## config.mk

```make
export PLATFORM = sky130hd
export DESIGN_NAME = alu_4bit_flat
export DESIGN_NICKNAME = d
export VERILOG_FILES = /design/src/rtl/alu_4bit_if.sv /design/src/rtl/alu_4bit.sv /design/src/flat_wrapper.sv
export SDC_FILE = /design/constraint.sdc
export NUM_CORES = 1
export LEC_CHECK = 0
export CAP_MARGIN = 0
export CELL_PAD_IN_SITES_DETAIL_PLACEMENT = 1
export CELL_PAD_IN_SITES_GLOBAL_PLACEMENT = 1
export CORE_UTILIZATION = 25
export CTS_CLUSTER_SIZE = 10
export DETAILED_ROUTE_END_ITERATION = 16
export GPL_TIMING_DRIVEN = 1
export PLACE_DENSITY = 0.68
export SYNTH_ARGS = -nofsm -noshare
export SYNTH_HDL_FRONTEND = slang
export SYNTH_SLANG_ARGS = --single-unit
```

## constraint.sdc

```tcl
create_clock -name clk -period 4.1 [get_ports clk]
set_input_delay 0.615 -clock clk [delete_from_list [all_inputs] [get_ports clk]]
set_output_delay 0.615 -clock clk [all_outputs]
set_load 0.02 [all_outputs]
```

## src/rtl/alu_4bit_if.sv

```systemverilog
// Operand/select/result bundle for the 4-bit ALU slice.
// Port z is carried only when ALU_ZERO_FLAG_EN is defined.
interface alu_4bit_if;
  logic [3:0] a;
  logic [3:0] b;
  logic       s0, s1, s2, s3;
  logic       c0;
  logic       il, ir;
  logic [3:0] f;
  logic       c8;
`ifdef ALU_ZERO_FLAG_EN
  logic       z;

  modport master (output a, b, s0, s1, s2, s3, c0, il, ir, input  f, c8, z);
  modport slave  (input  a, b, s0, s1, s2, s3, c0, il, ir, output f, c8, z);
`else
  modport master (output a, b, s0, s1, s2, s3, c0, il, ir, input  f, c8);
  modport slave  (input  a, b, s0, s1, s2, s3, c0, il, ir, output f, c8);
`endif
endinterface

```

## src/rtl/alu_4bit.sv

```systemverilog
// 4-bit registered ALU slice: ripple-carry arithmetic, bitwise logic, 1-bit shifts.
// Optional registered zero flag z under ALU_ZERO_FLAG_EN.
module alu_4bit (
  input  logic      clk,
  input  logic      rst,
  alu_4bit_if.slave bus
);
  typedef struct packed {
    logic       c8;
    logic [3:0] f;
  } alu_res_t;

  alu_res_t   arith, logic_r, shl, shr, nxt;
  logic [3:0] y, sum;
  logic [4:0] cy;

  always_comb begin
    case ({bus.s1, bus.s0})
      2'b00:   y = 4'h0;
      2'b01:   y = bus.b;
      2'b10:   y = ~bus.b;
      default: y = 4'hF;
    endcase
  end

  // Explicit ripple chain so c8 falls out as the final carry, which doubles
  // as the no-borrow indication for the subtract forms.
  assign cy[0] = bus.c0;
  for (genvar i = 0; i < 4; i++) begin : g_rca
    assign sum[i]  = bus.a[i] ^ y[i] ^ cy[i];
    assign cy[i+1] = (bus.a[i] & y[i]) | (cy[i] & (bus.a[i] ^ y[i]));
  end

  always_comb begin
    arith     = '{c8: cy[4], f: sum};
    logic_r.c8 = 1'b0;
    case ({bus.s1, bus.s0})
      2'b00:   logic_r.f = bus.a | bus.b;
      2'b01:   logic_r.f = bus.a ^ bus.b;
      2'b10:   logic_r.f = bus.a & bus.b;
      default: logic_r.f = ~bus.a;
    endcase
    shl = '{c8: bus.a[3], f: {bus.a[2:0], bus.ir}};
    shr = '{c8: bus.a[0], f: {bus.il, bus.a[3:1]}};
    case ({bus.s3, bus.s2})
      2'b00:   nxt = arith;
      2'b01:   nxt = logic_r;
      2'b10:   nxt = shl;
      default: nxt = shr;
    endcase
  end

  always_ff @(posedge clk) begin
    if (rst) begin
      bus.f  <= 4'h0;
      bus.c8 <= 1'b0;
    end else begin
      bus.f  <= nxt.f;
      bus.c8 <= nxt.c8;
    end
  end

`ifdef ALU_ZERO_FLAG_EN
  always_ff @(posedge clk) begin
    if (rst) bus.z <= 1'b1;
    else     bus.z <= (nxt.f == 4'h0);
  end
`endif
endmodule

```

## src/flat_wrapper.sv

```systemverilog
// flat-port wrapper written by rule: the top's interface ports become plain ports
module alu_4bit_flat 
  (clk, rst, bus_a, bus_b, bus_s0, bus_s1, bus_s2, bus_s3, bus_c0, bus_il, bus_ir, bus_f, bus_c8);
  alu_4bit_if bus_i ();
  input  logic clk;
  input  logic rst;
  input wire logic [$bits(bus_i.a)-1:0] bus_a;
  input wire logic [$bits(bus_i.b)-1:0] bus_b;
  input wire logic [$bits(bus_i.s0)-1:0] bus_s0;
  input wire logic [$bits(bus_i.s1)-1:0] bus_s1;
  input wire logic [$bits(bus_i.s2)-1:0] bus_s2;
  input wire logic [$bits(bus_i.s3)-1:0] bus_s3;
  input wire logic [$bits(bus_i.c0)-1:0] bus_c0;
  input wire logic [$bits(bus_i.il)-1:0] bus_il;
  input wire logic [$bits(bus_i.ir)-1:0] bus_ir;
  output wire logic [$bits(bus_i.f)-1:0] bus_f;
  output wire logic [$bits(bus_i.c8)-1:0] bus_c8;
  assign bus_i.a = bus_a;
  assign bus_i.b = bus_b;
  assign bus_i.s0 = bus_s0;
  assign bus_i.s1 = bus_s1;
  assign bus_i.s2 = bus_s2;
  assign bus_i.s3 = bus_s3;
  assign bus_i.c0 = bus_c0;
  assign bus_i.il = bus_il;
  assign bus_i.ir = bus_ir;
  assign bus_f = bus_i.f;
  assign bus_c8 = bus_i.c8;
  alu_4bit u_core (.clk(clk), .rst(rst), .bus(bus_i));
endmodule
```

==> metrics <==
# nets final=approximately 130; hold crit path type=in -> reg; leading area contributor after synthesis=dfxtp_1; Fillers=around 310; grt ovf=0; endpoints failing setup=0; Crit. End Element=flop; Placer Congestion=roughly 0.81; outcome=completed; worst vdd ir=between 100 and 150 uV; CTS root buf=clkbuf_4; Clock Path Buffers=2; count of cell types in the netlist=27; post-synthesis sequential area ratio=0.141; WP data arrival=between 3000 and 4000 ps; CTS tree=done; CP Max Fanout=6; port bufs=21; setup ws final=slightly above 800 ps; post-route cell area=between 900 and 1000 um^2; WL final=~1800 um; drt drc=0; fin. max-slew vios=0; post-synth design cell area=a little over 700 um^2; Die Y=~55 um; DP HPWL=roughly 1500 um; Yosys reg bits=5; share of the synthesized area in the top cell type=0.141; Die X=approximately 55 um; post-place setup slack=approximately 540 ps; max cap viols=0; leakage=0.437 nW; Hold Buf Count CTS=0; Layout Cells excl Fill=132; ratio of final minimum period to clock period=0.804; vias=622; ant diodes=0; Req. time, crit path=between 4000 and 5000 ps; Min Clock Period, post-route=around 3300 ps; Setup Fix Bufs, Post-CTS=0; Starting DRT DRC Count=8; placement-stage cell area=roughly 940 um^2; Least-Margin Pin Slew=between 500 and 600 ps; RSZ-0062 raised after global routing=false; layout cells sized above 1=0.118; hold slack final=approximately 1000 ps; first-pass GRT wire length=about 2900 um; Placed Cells=128; vias per cell=~4.7; Syn Nets=approximately 110; Final Util=0.375; post-synthesis average cell area=8.96 um^2; Area contributors post-synth=dfxtp_1, ha_1, fa_1; Final Power=between 0.2 and 0.25 mW; setup total negative slack=0 ps; post_cts resized=0; Rel. slew slack=0.656; Ys Warns=0; Crit Path Category=in -> reg; startpoint type of the worst setup path=input pin; post-synthesis cell count=around 80; vias in the first global route=around 630; Sink Count=5; row count=18; pin count of the biggest net entering global routing=20; Initial Utilization=0.276; P&R area growth vs syn=35.9%; Num CTS Buffers=3; Clock transition at path regs=40 ps; H-tree Lvls=1; pwr/cell area=210 nW/um^2; wire per inst=approximately 13 um; die area=just over 3000 um^2; Routed Antenna Nets=0; Core Region=about 2600 um^2; # IOs=22; GRT Util Overall=0.119; Final Hold Viols=0; initial antenna violation count=0; f_max=a little over 300 MHz; drt first pass iters=3
## routing by layer
layer	global-route usage	up-vias	share of wire
met5	0	-	0
met1	0.154	291	0.47
met3	0.0187	5	0.035
met2	0.194	14	0.47
li1	-	312	-
met4	0.0536	0	0.018
## report_power, final
part	internal (mW)	switching [mW]	leakage (nW)
Clock	0.0370	0.0226	0.0150
Sequential	0.0535	0.00113	0.0416
Combinational	0.0458	0.0422	0.380
## flip-flops by register name, summed over array words and instances (netlist names)
name	flops
u_core.bus.c8	1
u_core.bus.f	4
## Yosys cell counts, drive strengths merged
cell    count
inv        13
ha          8
mux2i       7
a21oi       6
or2b        6
dfxtp       5
fa          4
nand2b      4
a211oi      3
buf         3
nor2        3
o21ai       3
o32ai       3
and2b       2
mux2        2
nand2       2
nor2b       2
a22oi       1
o41a        1
or2         1
## worst paths after layout
path,start,endpoint,slack (ps),cells after the start
worst min-delay path,rst,u_core.bus.c8$_SDFF_PP0_,1000,2
worst max-delay path,bus_s1,u_core.bus.f[3]$_SDFF_PP0_,800,9
## critical path, stage by stage
cell             delay, ps
clkdlybuf4s50_1        570
mux2i_1                120
fa_1                   390
fa_1                   390
fa_1                   370
inv_1                   70
fa_1                   390
nor2b_1                140
o41a_1                 370
## kinds of logic (layout without fill, tap and decap cells)
group	after synthesis	after routing	share of synthesized area
adders and majority gates	12	12	0.254
buffers and inverters	16	39	0.108
DFF	5	5	0.141
and+or+nand+nor	20	20	0.184
AOI/OAI and AO/OA	17	17	0.177
muxes	9	9	0.136
## layout by cell type (no fill, tap or decap), types with 3 or more instances in the layout
| master | Yosys | routed |
|---|---|---|
| clkdlybuf4s50_1 | 0 | 21 |
| inv_1 | 13 | 13 |
| ha_1 | 8 | 8 |
| mux2i_1 | 7 | 7 |
| a21oi_1 | 6 | 6 |
| or2b_1 | 5 | 5 |
| dfxtp_1 | 5 | 5 |
| fa_1 | 4 | 4 |
| nor2_1 | 3 | 3 |
| o21ai_0 | 3 | 3 |
| clkbuf_4 | 0 | 3 |
## area by class of cell
type,count,area (um^2),share of cell area
multi-input cells,58,532,0.553
repair buffers,22,218,0.226
inverters,13,48.8,0.0507
flip-flops and latches,5,100,0.104
well taps,30,37.5,0.0390
clock buffers,4,26.3,0.0273
Power figures use the tool's default switching activity.
